## src/rtl/red_seq_pkg.sv

```systemverilog
// Shared types and constants for the RED reduction sequencer.
// Optional op counter enabled with RED_SEQ_OPCNT_EN.
package red_seq_pkg;

    localparam int ACC_W_DEF = 12;

    typedef enum logic [1:0] {
        IDLE = 2'd0,
        ADD  = 2'd1,
        DONE = 2'd2
    } state_t;

    localparam logic [1:0] OP_C = 2'd0;
    localparam logic [1:0] OP_B = 2'd1;
    localparam logic [1:0] OP_D = 2'd2;

endpackage

```

## src/rtl/cla_4bit.sv

```systemverilog
// 4-bit carry-lookahead slice; g is the carry out of the slice
// (including cin), p is the group propagate.
module cla_4bit (
    input  logic [3:0] a,
    input  logic [3:0] b,
    input  logic       cin,
    output logic [3:0] s,
    output logic       g,
    output logic       p
);

    logic [3:0] gi;
    logic [3:0] pi;
    logic [3:0] c;

    assign gi = a & b;
    assign pi = a ^ b;

    assign c[0] = cin;
    assign c[1] = gi[0] | (pi[0] & cin);
    assign c[2] = gi[1] | (pi[1] & gi[0]) | (pi[1] & pi[0] & cin);
    assign c[3] = gi[2] | (pi[2] & gi[1]) | (pi[2] & pi[1] & gi[0])
                | (pi[2] & pi[1] & pi[0] & cin);

    assign g = gi[3] | (pi[3] & gi[2]) | (pi[3] & pi[2] & gi[1])
             | (pi[3] & pi[2] & pi[1] & gi[0])
             | (pi[3] & pi[2] & pi[1] & pi[0] & cin);
    assign p = &pi;
    assign s = pi ^ c;

endmodule

```

## src/rtl/red_seq_ctrl.sv

```systemverilog
// Nibble-serial RED engine: Sum = sext16(a+b+c+d) using one cla_4bit.
// Define RED_SEQ_OPCNT_EN to add the saturating op_count output.
module red_seq_ctrl
    import red_seq_pkg::*;
#(
    parameter int ACC_W = ACC_W_DEF
) (
    input  logic        clk,
    input  logic        rst,
    input  logic        in_valid,
    output logic        in_ready,
    input  logic [15:0] A,
    input  logic [15:0] B,
    output logic        out_valid,
    input  logic        out_ready,
    output logic [15:0] Sum,
`ifdef RED_SEQ_OPCNT_EN
    output logic [15:0] op_count,
`endif
    output logic        busy
);

    localparam int NIB_CNT = ACC_W / 4;
    localparam int NIB_W   = (NIB_CNT > 1) ? $clog2(NIB_CNT) : 1;

    state_t state;
    state_t state_nxt;

    logic [NIB_CNT-1:0][3:0] acc;
    logic [NIB_CNT-1:0][3:0] acc_upd;
    logic [NIB_CNT-1:0][3:0] addend;

    logic [7:0]       byte_b;
    logic [7:0]       byte_c;
    logic [7:0]       byte_d;
    logic [7:0]       byte_sel;
    logic [1:0]       op_idx;
    logic [NIB_W-1:0] nib_idx;
    logic             carry;
    logic [3:0]       cla_s;
    logic             cla_g;
    logic             cla_p_unused;
    logic             last_nib;
    logic             last_op;

    assign last_nib  = (nib_idx == NIB_W'(NIB_CNT - 1));
    assign last_op   = (op_idx == OP_D);
    assign in_ready  = (state == IDLE);
    assign busy      = (state == ADD);
    assign out_valid = (state == DONE);

    always_comb begin
        byte_sel = byte_c;
        case (op_idx)
            OP_B:    byte_sel = byte_b;
            OP_D:    byte_sel = byte_d;
            default: byte_sel = byte_c;
        endcase
        addend = {{(ACC_W-8){byte_sel[7]}}, byte_sel};
    end

    cla_4bit u_cla (
        .a   (acc[nib_idx]),
        .b   (addend[nib_idx]),
        .cin (carry),
        .s   (cla_s),
        .g   (cla_g),
        .p   (cla_p_unused)
    );

    always_comb begin
        acc_upd          = acc;
        acc_upd[nib_idx] = cla_s;
    end

    always_ff @(posedge clk) begin
        if (rst) state <= IDLE;
        else     state <= state_nxt;
    end

    always_comb begin
        state_nxt = state;
        case (state)
            IDLE: if (in_valid) state_nxt = ADD;
            ADD:  if (last_nib && last_op) state_nxt = DONE;
            DONE: if (out_ready) state_nxt = IDLE;
            default: state_nxt = IDLE;
        endcase
    end

    always_ff @(posedge clk) begin
        if (rst) begin
            acc     <= '0;
            carry   <= 1'b0;
            op_idx  <= '0;
            nib_idx <= '0;
            byte_b  <= '0;
            byte_c  <= '0;
            byte_d  <= '0;
            Sum     <= '0;
        end else begin
            case (state)
                IDLE: begin
                    if (in_valid) begin
                        acc     <= {{(ACC_W-8){A[15]}}, A[15:8]};
                        byte_b  <= A[7:0];
                        byte_c  <= B[15:8];
                        byte_d  <= B[7:0];
                        carry   <= 1'b0;
                        op_idx  <= '0;
                        nib_idx <= '0;
                    end
                end
                ADD: begin
                    acc <= acc_upd;
                    // MSB-nibble carry out is dropped; the range fits ACC_W
                    if (last_nib) begin
                        carry   <= 1'b0;
                        nib_idx <= '0;
                        op_idx  <= last_op ? 2'd0 : op_idx + 2'd1;
                        if (last_op)
                            Sum <= {{(16-ACC_W){acc_upd[NIB_CNT-1][3]}},
                                    acc_upd};
                    end else begin
                        carry   <= cla_g;
                        nib_idx <= nib_idx + 1'b1;
                    end
                end
                default: ;
            endcase
        end
    end

`ifdef RED_SEQ_OPCNT_EN
    always_ff @(posedge clk) begin
        if (rst)
            op_count <= '0;
        else if (out_valid && out_ready && op_count != 16'hFFFF)
            op_count <= op_count + 16'd1;
    end
`endif

endmodule

```

## config.mk

```make
export PLATFORM = sky130hd
export DESIGN_NAME = red_seq_ctrl
export DESIGN_NICKNAME = d
export VERILOG_FILES = /design/src/rtl/red_seq_pkg.sv /design/src/rtl/cla_4bit.sv /design/src/rtl/red_seq_ctrl.sv
export SDC_FILE = /design/constraint.sdc
export NUM_CORES = 1
export LEC_CHECK = 0
export CAP_MARGIN = 20
export CORE_MARGIN = 2
export CORE_UTILIZATION = 45
export DETAILED_ROUTE_END_ITERATION = 12
export HOLD_SLACK_MARGIN = 0.05
export MAX_ROUTING_LAYER = met4
export PLACE_DENSITY = 0.69
export SETUP_SLACK_MARGIN = 0.3
export SYNTH_ARGS = -nofsm -noshare
export SYNTH_HDL_FRONTEND = slang
export SYNTH_SLANG_ARGS = --single-unit
```

## constraint.sdc

```tcl
create_clock -name clk -period 3.5 [get_ports clk]
set_clock_uncertainty 0.2 [all_clocks]
set_input_delay 0.525 -clock clk [delete_from_list [all_inputs] [get_ports clk]]
set_output_delay 0.525 -clock clk [all_outputs]
set_load 0.005 [all_outputs]
```

==> key figures, run 1 <==
Cells and area
  • Layout cell share with drive strength beyond 1: 0.0909
  • Final core utilization: 0.572
  • Area Overhead vs Synth: 21.9%
  • Number of diodes: 0
  • Post-layout net count: 418
  • Post-route design area: 3430 um2

Synth
  • Post-Syn Nets: 380
  • Sequential share of the synthesized area: 0.392
  • Post-synth top cells: nand2_1, dfxtp_1, a21oi_1, nor2_1, a22oi_1
  • Synth Flop Type: dfxtp_1
  • Number of enable flip-flop cells after synthesis: 0
  • Mapped Cells: 336
  • Ys async rst share: 0
  • Post-Syn Area: 2810 um2
  • Largest area contributor in the netlist: dfxtp_1
  • Synth warn: 0
  • Synth Area per Inst: 8.36 um2
  • Synth cell types: 53
  • Synth area leaders: dfxtp_1, nand2_1, a21oi_1, a22oi_1, ha_1
  • Area share of the largest cell type after synthesis: 0.392
  • Count leader, synth: nand2_1
  • Synth Register Bits: 55

Setup path
  • Worst Setup End Kind: flop
  • Arr. time, crit path: 3.09 ns
  • Max FO, Critical Path: 9
  • Setup crit start kind: flop
  • WP depth: 11
  • Worst Path Required: 3.57 ns
  • Crit path buf inv count: 1
  • Crit path cell chain: inv_1 > ha_2 > a22o_1 > mux2i_1 > o21ai_0 > and3_1 > fa_1 > or3b_1 > a21oi_2 > a32oi_1 > nor2_1
  • FF-to-FF Start: op_idx[0]$_SDFFE_PP0P_
  • Largest stage delay, worst path: 0.59 ns
  • Family with the most delay on the worst path: adder cells
  • Type of the worst setup path: reg2reg
  • Worst setup startpoint: op_idx[0]$_SDFFE_PP0P_
  • Slowest cell on the critical path: fa_1
  • Worst reg-to-reg path cell count: 11

Place
  • Post-DP HPWL: 4750 um
  • Placer's final routability congestion estimate: 0.949
  • # port buffers: 54
  • DP Area: 3300 um2

Detailed routing
  • Post-DRT Antenna Nets: 0
  • Wire per inst: 14.8 um
  • Initial DRC count: 132
  • Final WL: 6640 um
  • Post-Route M1 WL: 3130 um
  • Residual DRC: 0
  • Vias per cell: 5.45
  • DR pass1 iterations: 4
  • Met2 Wirelength: 3170 um
  • Max Used Layer: met4
  • WL met3: 283 um
  • Vias post-DR: 2,448

Run status
  • Run status: finished clean

Clocking
  • H-Tree Depth: 2
  • CTS sink cnt: 55
  • CTS tree: yes
  • Clk pin slew, worst setup/hold paths: 0.10 ns
  • Max clock buf depth: 2
  • Clk Latency, worst-skew pair: 0.32 ns
  • Total CTS buffers: 5
  • Hold-fix buffers, CTS: 0
  • CTS Root Cell: clkbuf_8
  • Cts repair resizes: 0
  • Post-CTS setup buffer count: 0

Timing
  • Pins over their slew limit: 0
  • Tightest Pin Transition: 0.722 ns
  • Rel. slew slack: 0.518
  • Period utilization: 0.863
  • Final hold viol count: 0
  • Fmax: 0.331 GHz
  • Total negative slack: 0 ns
  • RSZ-0062 raised after global routing: false
  • Final Critical Period: 3.02 ns
  • Endpoints failing setup: 0

GRT
  • Tot GR Track Use: 0.202
  • Number of global-route vias before repair: 2,335
  • First-pass GRT wire length: 11,200 um
  • Total gr overflow: 0
  • Initial antenna violation count: 0
  • Pin count of the biggest net entering global routing: 41

Flow run
  • Max-cap viol count: 0

Power
  • Peak supply drop: 0.000180 V
  • Internal power: 0.982 mW
  • Pleak: 1.26 nW
  • Switching power: 0.369 mW
  • Clock share of power: 0.316
  • Pwr dens: 394 nW/um2
  • Switching Fraction: 0.273
  • Comb power frac: 0.180
  • Reg power frac: 0.504

Floorplanning
  • Die Span X: 83.0 um
  • Die height: 83.0 um
  • Core area: 5990 um2
  • Full die area: 6890 um2
  • I/O pins: 55
  • Row count: 28
  • Initial Util: 0.469

Hold path
  • HP Class: reg2reg
  • Hold Startpoint: byte_c[5]$_SDFFE_PP0P_
  • Hold Path Cell Cnt: 2
[worst reg2reg max path, delay by kind of cell (launching register included)]
family	cells	cell delay (ns)
AND/OR/NAND/NOR	3	0.68
AO/OA/AOI/OAI	4	0.66
flip-flops	1	0.36
adder cells (fa/ha/maj)	2	0.83
buffers and inverters	1	0.07
multiplexers	1	0.17
[flip-flops by register name, indices dropped and copies added (netlist names)]
name / flops
Sum: 12
acc: 12
byte_b: 8
byte_c: 8
byte_d: 8
nib_idx: 2
op_idx: 2
state: 2
carry: 1
[final timing paths]
path                             to  slack, ns
max             Sum[0]$_SDFFE_PP0P_       0.48
max reg2reg     Sum[0]$_SDFFE_PP0P_       0.48
min reg2reg  byte_c[5]$_SDFFE_PP0P_       0.26
min          byte_c[5]$_SDFFE_PP0P_       0.26
[cell usage in the layout, fill, tap and decap left out, types with 2 or more instances in the layout]
| cell | netlist | routed |
|---|---|---|
| nand2b_1 | 5 | 5 |
| buf_4 | 9 | 5 |
| and3_1 | 4 | 4 |
| ha_2 | 0 | 3 |
| a22oi_1 | 12 | 12 |
| clkbuf_8 | 0 | 5 |
| a21oi_1 | 43 | 43 |
| nand4_1 | 2 | 2 |
| dfxtp_1 | 55 | 55 |
| a22o_1 | 4 | 4 |
| ha_1 | 7 | 4 |
| o21ai_0 | 6 | 6 |
| a211oi_1 | 4 | 4 |
| o211ai_1 | 3 | 3 |
| o22ai_1 | 8 | 8 |
| a2bb2oi_1 | 2 | 2 |
| a221oi_2 | 2 | 2 |
| nor2b_1 | 2 | 2 |
| nand2_1 | 81 | 81 |
| nand3b_1 | 3 | 3 |
| clkdlybuf4s50_1 | 0 | 53 |
| o32ai_1 | 2 | 2 |
| nand3_1 | 4 | 4 |
| nor2_1 | 15 | 15 |
| inv_1 | 5 | 5 |
| nand2_2 | 2 | 2 |
| a31oi_1 | 2 | 2 |
| mux2i_1 | 8 | 8 |
| o21bai_1 | 3 | 3 |
[stage by stage]
stage	hold WS, ns	setup WS (ns)	cells	power [mW]
6_report	0.259	0.480	449	1.35
5_1_grt	0.280	0.309	449	1.41
4_1_cts	0.261	0.401	449	1.35
3_5_place_dp	0.246	0.422	442	0.934
3_3_place_gp	0.242	0.534	442	0.929
2_1_floorplan	0.236	0.713	336	0.853
[final cells by class]
cell class                      count  area [um2]
Fill cell                         572        2560
Multi-Input combinational cell    247        1530
Sequential cell                    55        1100
Timing Repair Buffer               59         573
Tap cell                           75        93.8
Clock buffer                        5        68.8
Clock inverter                      2        37.5
Inverter                            6        25.0
[power by group through the flow]
stage	Sequential, mW	Clock [mW]	Combinational, mW
floorplan	0.686	0	0.168
global placement	0.694	0	0.234
detailed placement	0.695	0	0.239
CTS	0.680	0.427	0.240
global route	0.685	0.457	0.268
finish	0.680	0.427	0.244
[kinds of logic (layout without fill, tap and decap cells)]
| logic type | Yosys count | count (layout) | synth area share |
|---|---|---|---|
| AOI/OAI and AO/OA | 98 | 98 | 0.229 |
| xor gates and xnor gates | 2 | 2 | 0.00623 |
| muxes | 10 | 10 | 0.0378 |
| buffers and inverters | 34 | 72 | 0.0703 |
| and+or+nand+nor | 129 | 129 | 0.227 |
| adders and majority gates | 8 | 8 | 0.0383 |
| DFF | 55 | 55 | 0.392 |
[metal layers]
layer,vias to the layer above,track usage
li1,1252,-
met1,1127,0.258
met2,61,0.327
met3,8,0.0398
met4,0,0.0551
met5,-,-
Power figures use the tool's default switching activity.
==> run 2, diff against run 1 <==
- ABC_AREA: default -> 1
==> key figures, run 2 <==
Cells and area
  • Layout cell share with drive strength beyond 1: 0.0917 (+0.000775)
  • Commonest non-fill, non-tap cell in the layout: nand2_1
  • Area Overhead vs Synth: 23.3%
  • Number of diodes: 0 (unchanged)
  • Fillers: 636 (+11%)
  • Multi-input gate area: 1550 um2 (+1.4%)
  • Post-layout net count: 513 (+23%)
  • Most frequent cells in the layout: nand2_1, nor2_1, clkdlybuf4s50_1, dfxtp_1, o21ai_0
  • Seq. cell area: 1100 um2 (+0.23%)
  • Biggest regs: Sum x12, acc x12

Place
  • Post-DP HPWL: 5190 um (+9.4%)
  • # port buffers: 54 (unchanged)
  • Pre-CTS setup slack: 0.339 ns (-0.0837 ns)
  • Placer's final routability congestion estimate: 1.01 (+6.4%)

Clocking
  • Hold-fix buffers, CTS: 0 (unchanged)
  • CTS sink cnt: 55 (unchanged)
  • Total CTS buffers: 5 (unchanged)
  • Max clock buf depth: 2 (unchanged)
  • Clk pin slew, worst setup/hold paths: 0.09 ns (about the same)
  • Clk Latency, worst-skew pair: 0.31 ns (about the same)
  • CTS Root Cell: clkbuf_8
  • H-Tree Depth: 2 (unchanged)
  • CTS tree: yes

Power
  • Peak supply drop: 0.000211 V (+17%)
  • Pleak: 1.56 nW (+23%)
  • Design Power: 1.43 mW (+5.8%)
  • Pwr dens: 397 nW/um2 (+0.65%)

Detailed routing
  • Residual DRC: 0 (unchanged)
  • Wire per inst: 13.2 um (-11%)
  • Initial DRC count: 194 (+47%)
  • Final WL: 7200 um (+8.4%)
  • Vias post-DR: 2,756 (+13%)
  • DR pass1 iterations: 4 (unchanged)
  • Vias per cell: 5.05 (-7.4%)
  • Post-DRT Antenna Nets: 0 (unchanged)

Hold path
  • Hold Startpoint: byte_b[0]$_SDFFE_PP0P_
  • HP Class: reg2reg
  • Worst Hold Endpoint: byte_b[0]$_SDFFE_PP0P_
  • Hold Path Cell Cnt: 2 (unchanged)

Timing
  • Period utilization: 0.834 (-0.0291)
  • Total negative slack: 0 ns (unchanged)
  • Fmax: 0.343 GHz (+3.5%)
  • Post-route setup slack: 0.581 ns (+0.102 ns)
  • Endpoints failing setup: 0 (unchanged)
  • RSZ-0062 raised after global routing: false
  • Final hold viol count: 0 (unchanged)
  • Final Critical Period: 2.92 ns (-0.102 ns)
  • Rel. slew slack: 0.451 (-0.0674)
  • Tightest Pin Transition: 0.823 ns (+0.100 ns)
  • Pins over their slew limit: 0 (unchanged)

Synth
  • Largest area contributor in the netlist: dfxtp_1
  • Area share of the largest cell type after synthesis: 0.377 (-0.0148)
  • Post-Syn Area: 2920 um2 (+3.9%)
  • Synth area leaders: dfxtp_1, nand2_1, nor2_1, o21ai_0, inv_1
  • Mapped Cells: 424 (+26%)
  • Post-Syn Nets: 468 (+23%)
  • Number of enable flip-flop cells after synthesis: 0 (unchanged)
  • Synth Register Bits: 55 (unchanged)
  • Synth Area per Inst: 6.89 um2 (-18%)
  • Count leader, synth: nand2_1
  • Synth cell types: 35 (-34%)
  • Synth Flop Type: dfxtp_1
  • Sequential share of the synthesized area: 0.377 (-0.0148)
  • Synth warn: 0 (unchanged)
  • Ys async rst share: 0 (unchanged)
  • Post-synth top cells: nand2_1, nor2_1, dfxtp_1, o21ai_0, inv_1

Floorplanning
  • Die height: 84.6 um (+1.8%)
  • Full die area: 7150 um2 (+3.7%)
  • Die Span X: 84.6 um (+1.8%)
  • Initial Util: 0.463 (-0.00654)
  • Row count: 29 (+3.6%)
  • I/O pins: 55 (unchanged)
  • Core area: 6310 um2 (+5.4%)

Flow run
  • Max-cap viol count: 0 (unchanged)

Setup path
  • R2r endpoint: acc[4]$_SDFFE_PP0P_
  • R2R Setup Slk: 0.58 ns (+0.10 ns)
  • Most frequent CP cell: o21ai_0
  • Arr. time, crit path: 2.93 ns (-0.16 ns)
  • Crit path cell chain: inv_1 > ha_4 > nand3_1 > o21ai_0 > o21ai_1 > buf_4 > nand2_1 > a21oi_1 > fa_1 > o21ai_1 > o21ai_0 > o21ai_0 > inv_1
  • Slowest cell on the critical path: fa_1
  • Max FO, Critical Path: 16 (+7)
  • Family with the most delay on the worst path: compound AO/OA/AOI/OAI gates
  • Type of the worst setup path: reg2reg
  • Worst reg-to-reg path cell count: 13 (+2)
  • Worst Setup End Kind: flop
  • Largest stage delay, worst path: 0.51 ns (-0.08 ns)
  • Worst Path Required: 3.51 ns (-0.06 ns)
  • Crit path buf inv count: 3 (+2)
  • FF-to-FF Start: op_idx[1]$_SDFFE_PP0P_
  • Setup crit start kind: flop

GRT
  • Initial antenna violation count: 0 (unchanged)
  • Number of global-route vias before repair: 2,610 (+12%)
  • Tot GR Track Use: 0.218 (+0.0164)
  • First-pass GRT wire length: 12,300 um (+9.6%)
  • Pin count of the biggest net entering global routing: 35 (-15%)
  • Total gr overflow: 0 (unchanged)

Run status
  • Run status: finished clean
run 2: changes by cell type after synthesis, moves of 8 or more:
| cell | before | now |
|---|---|---|
| inv_1 | 5 | 38 |
| o21ai_0 | 6 | 42 |
| nand3_1 | 4 | 23 |
| nand2_1 | 81 | 96 |
| mux2i_1 | 8 | 0 |
| a21oi_1 | 43 | 16 |
| nor2_1 | 15 | 78 |
run 2: how the worst max path moves through the flow:
stage                                 startpoint                   end  slack (ns)  depth (start not counted)
after global routing      op_idx[1]$_SDFFE_PP0P_  acc[10]$_SDFFE_PP0P_        0.32                         16
final                     op_idx[1]$_SDFFE_PP0P_   acc[4]$_SDFFE_PP0P_        0.58                         13
after detailed placement  op_idx[1]$_SDFFE_PP0P_   Sum[3]$_SDFFE_PP0P_        0.34                         16
after CTS                 op_idx[1]$_SDFFE_PP0P_   Sum[3]$_SDFFE_PP0P_        0.30                         16
after global placement    op_idx[0]$_SDFFE_PP0P_   Sum[3]$_SDFFE_PP0P_        0.46                         17
after floorplan           op_idx[0]$_SDFFE_PP0P_   Sum[3]$_SDFFE_PP0P_        0.82                         17
run 2: timing repair:
item                                    CTS  global route
endpoints found under the setup margin    0            19
resized for setup                         0            11
buffers inserted                          0             2
run 2: worst min-delay path, cell delays in order, from the launching register on:
cell and delay (ns):
dfxtp_1 0.32, nor2_1 0.09, nor2_1 0.05
run 2: per-stage QoR:
stage	cell area (um2)	hold slack [ns]	util	cells
5_1_grt	3600	0.315	0.570	546
3_3_place_gp	3450	0.270	0.546	537
2_1_floorplan	2920	0.249	-	424
3_5_place_dp	3450	0.276	0.546	537
6_report	3600	0.299	0.570	546
4_1_cts	3540	0.299	0.560	544
run 2: cell families (layout without fill, tap and decap cells):
family / Yosys count / in the layout / synth area share
AOI/OAI and AO/OA: 81 / 81 / 0.156
xor gates and xnor gates: 2 / 2 / 0.00600
adders and majority gates: 8 / 8 / 0.0368
buffers and inverters: 67 / 112 / 0.108
DFF: 55 / 55 / 0.377
and+or+nand+nor: 211 / 211 / 0.316
run 2: report_power, final:
| group | internal [mW] | switching, mW | leakage (nW) |
|---|---|---|---|
| Clock | 0.156 | 0.198 | 0.0470 |
| Combinational | 0.153 | 0.224 | 1.06 |
| Sequential | 0.667 | 0.0303 | 0.453 |
| Total | 0.976 | 0.452 | 1.56 |
run 2: cell type report:
class,instances,area share
inverters,47,0.0539
clock inverters,1,0.00139
repair buffers,58,0.158
flip-flops and latches,55,0.307
multi-input cells,302,0.430
clock buffers,6,0.0229
well taps,77,0.0268
run 2: layer usage:
metal | track usage | share of wire
met4 | 0.0693 | 0.013
met1 | 0.298 | 0.48
met3 | 0.0413 | 0.054
met5 | - | 0
met2 | 0.326 | 0.45
==> run 3, diff against run 2 <==
- clock period: 3.5 -> 2.9 ns (I/O delays scaled with it)
==> key figures, run 3 (same netlist as run 2, synthesis figures left out) <==
Cells and area
  • Fillers: 591 (-7.1%)
  • Post-route design area: 3920 um2 (+8.9%)
  • Commonest non-fill, non-tap cell in the layout: nand2_1
  • Post-layout net count: 525 (+2.3%)
  • Number of diodes: 0 (unchanged)
  • Most frequent cells in the layout: nand2_1, nor2_1, clkdlybuf4s50_1, dfxtp_1, inv_1
  • Layout cell share with drive strength beyond 1: 0.193 (+0.101)
  • Biggest regs: Sum x12, acc x12
  • Area Overhead vs Synth: 34.2%

Setup path
  • Worst Setup End Kind: flop
  • Arr. time, crit path: 2.76 ns (-0.17 ns)
  • FF-to-FF Start: op_idx[0]$_SDFFE_PP0P_
  • Worst setup startpoint: op_idx[0]$_SDFFE_PP0P_
  • Setup crit start kind: flop
  • Max FO, Critical Path: 5 (-11)
  • Worst Path Required: 2.95 ns (-0.56 ns)
  • Type of the worst setup path: reg2reg

GRT
  • Number of global-route vias before repair: 2,538 (-2.8%)
  • Initial antenna violation count: 0 (unchanged)
  • Tot GR Track Use: 0.223 (+0.00461)
  • First-pass GRT wire length: 12,500 um (+1.8%)
  • Pin count of the biggest net entering global routing: 35 (unchanged)
  • Total gr overflow: 0 (unchanged)

Timing
  • Period utilization: 0.936 (+0.102)
  • RSZ-0062 raised after global routing: true
  • Final hold viol count: 0 (unchanged)
  • Post-route setup slack: 0.187 ns (-0.395 ns)
  • Rel. slew slack: 0.433 (-0.0176)
  • Tightest Pin Transition: 0.849 ns (+0.0264 ns)
  • Total negative slack: 0 ns (unchanged)
  • Final Critical Period: 2.71 ns (-0.205 ns)
  • Endpoints failing setup: 0 (unchanged)
  • Fmax: 0.369 GHz (+7.6%)
  • Pins over their slew limit: 0 (unchanged)
  • Final hold slack: 0.295 ns (-0.00348 ns)

Place
  • Pre-CTS setup slack: 0.0129 ns (-0.326 ns)
  • Placer's final routability congestion estimate: 0.899 (-11%)
  • DP Area: 3500 um2 (+1.5%)
  • Post-DP HPWL: 5300 um (+2.0%)
  • # port buffers: 54 (unchanged)

Power
  • Switching Fraction: 0.340 (+0.0237)
  • Pleak: 1.67 nW (+7.2%)
  • Internal power: 1.24 mW (+27%)
  • Switching power: 0.639 mW (+41%)
  • Reg power frac: 0.447 (-0.041)
  • Peak supply drop: 0.000265 V (+25%)
  • Comb power frac: 0.328 (+0.064)
  • Clock share of power: 0.226 (-0.022)
  • Pwr dens: 480 nW/um2 (+21%)

Clocking
  • Total CTS buffers: 5 (unchanged)
  • Hold-fix buffers, CTS: 0 (unchanged)
  • CTS tree: yes
  • Max clock buf depth: 2 (unchanged)
  • Clk Latency, worst-skew pair: 0.31 ns (about the same)
  • H-Tree Depth: 2 (unchanged)
  • CTS sink cnt: 55 (unchanged)
  • CTS Root Cell: clkbuf_8
  • Clk pin slew, worst setup/hold paths: 0.10 ns (about the same)

Floorplanning
  • Full die area: 7150 um2 (unchanged)
  • Die height: 84.6 um (unchanged)
  • I/O pins: 55 (unchanged)
  • Initial Util: 0.463 (unchanged)
  • Core area: 6310 um2 (unchanged)
  • Row count: 29 (unchanged)
  • Die Span X: 84.6 um (unchanged)

Flow run
  • Max-cap viol count: 0 (unchanged)

Detailed routing
  • Vias post-DR: 2,881 (+4.5%)
  • Final WL: 7850 um (+9.1%)
  • Wire per inst: 14.0 um (+6.5%)
  • Vias per cell: 5.15 (+2.1%)
  • Residual DRC: 0 (unchanged)
  • Initial DRC count: 345 (+78%)
  • DR pass1 iterations: 4 (unchanged)
  • Post-DRT Antenna Nets: 0 (unchanged)

Hold path
  • Hold Startpoint: byte_c[6]$_SDFFE_PP0P_
  • HP Class: reg2reg

Run status
  • Run status: finished clean
run 3: worst max-delay path, stage by stage (launching register included):
cell	delay [ns]
dfxtp_4	0.40
inv_4	0.05
ha_4	0.27
nand3_2	0.09
o21ai_2	0.07
o21ai_2	0.18
nand2_1	0.08
a21oi_2	0.21
ha_4	0.25
buf_6	0.12
nand4_1	0.17
nand3_2	0.18
nand3_2	0.14
nand3_1	0.10
a21oi_1	0.13
run 3: metal layers:
metal / global-route usage / vias to the layer above / routed length (um)
li1: - / 1461 / -
met1: 0.321 / 1313 / 3680
met2: 0.334 / 91 / 3520
met3: 0.0364 / 16 / 491
met4: 0.0404 / 0 / 157
met5: - / - / 0
run 3: what timing repair did:
action,in CTS,in global routing
endpoints found under the hold margin,0,0
pin swaps,5,28
resized for setup,19,43
endpoints found under the setup margin,20,24
buffers inserted,4,4
cloned,0,1
run 3: final cells by class:
class	count	area (um2)	share of cell area
multi-input cells	302	1750	0.445
flip-flops and latches	55	1110	0.282
inverters	47	196	0.0501
clock buffers	6	72.6	0.0185
repair buffers	70	689	0.176
well taps	77	96.3	0.0246
clock inverters	2	12.5	0.00319
run 3: power groups by stage:
stage | Clock, mW | Combinational (mW) | Sequential [mW]
5_1_grt | 0.459 | 0.669 | 0.846
2_1_floorplan | 0 | 0.310 | 0.846
6_report | 0.424 | 0.615 | 0.840
3_3_place_gp | 0 | 0.433 | 0.855
3_5_place_dp | 0 | 0.438 | 0.857
4_1_cts | 0.437 | 0.469 | 0.840
run 3: final timing paths:
kind | to | slack (ns) | cells past startpoint
worst max-delay path | acc[11]$_SDFFE_PP0P_ | 0.19 | 14
worst min-delay path | byte_c[6]$_SDFFE_PP0P_ | 0.30 | 2
worst max register to register | acc[11]$_SDFFE_PP0P_ | 0.19 | 14
worst min register to register | byte_c[6]$_SDFFE_PP0P_ | 0.30 | 2
run 3: through the flow:
stage | power [mW] | utilization | instances
floorplan | 1.16 | - | 424
global placement | 1.29 | 0.554 | 542
detailed placement | 1.30 | 0.554 | 542
CTS | 1.75 | 0.584 | 554
global route | 1.97 | 0.621 | 559
finish | 1.88 | 0.621 | 559
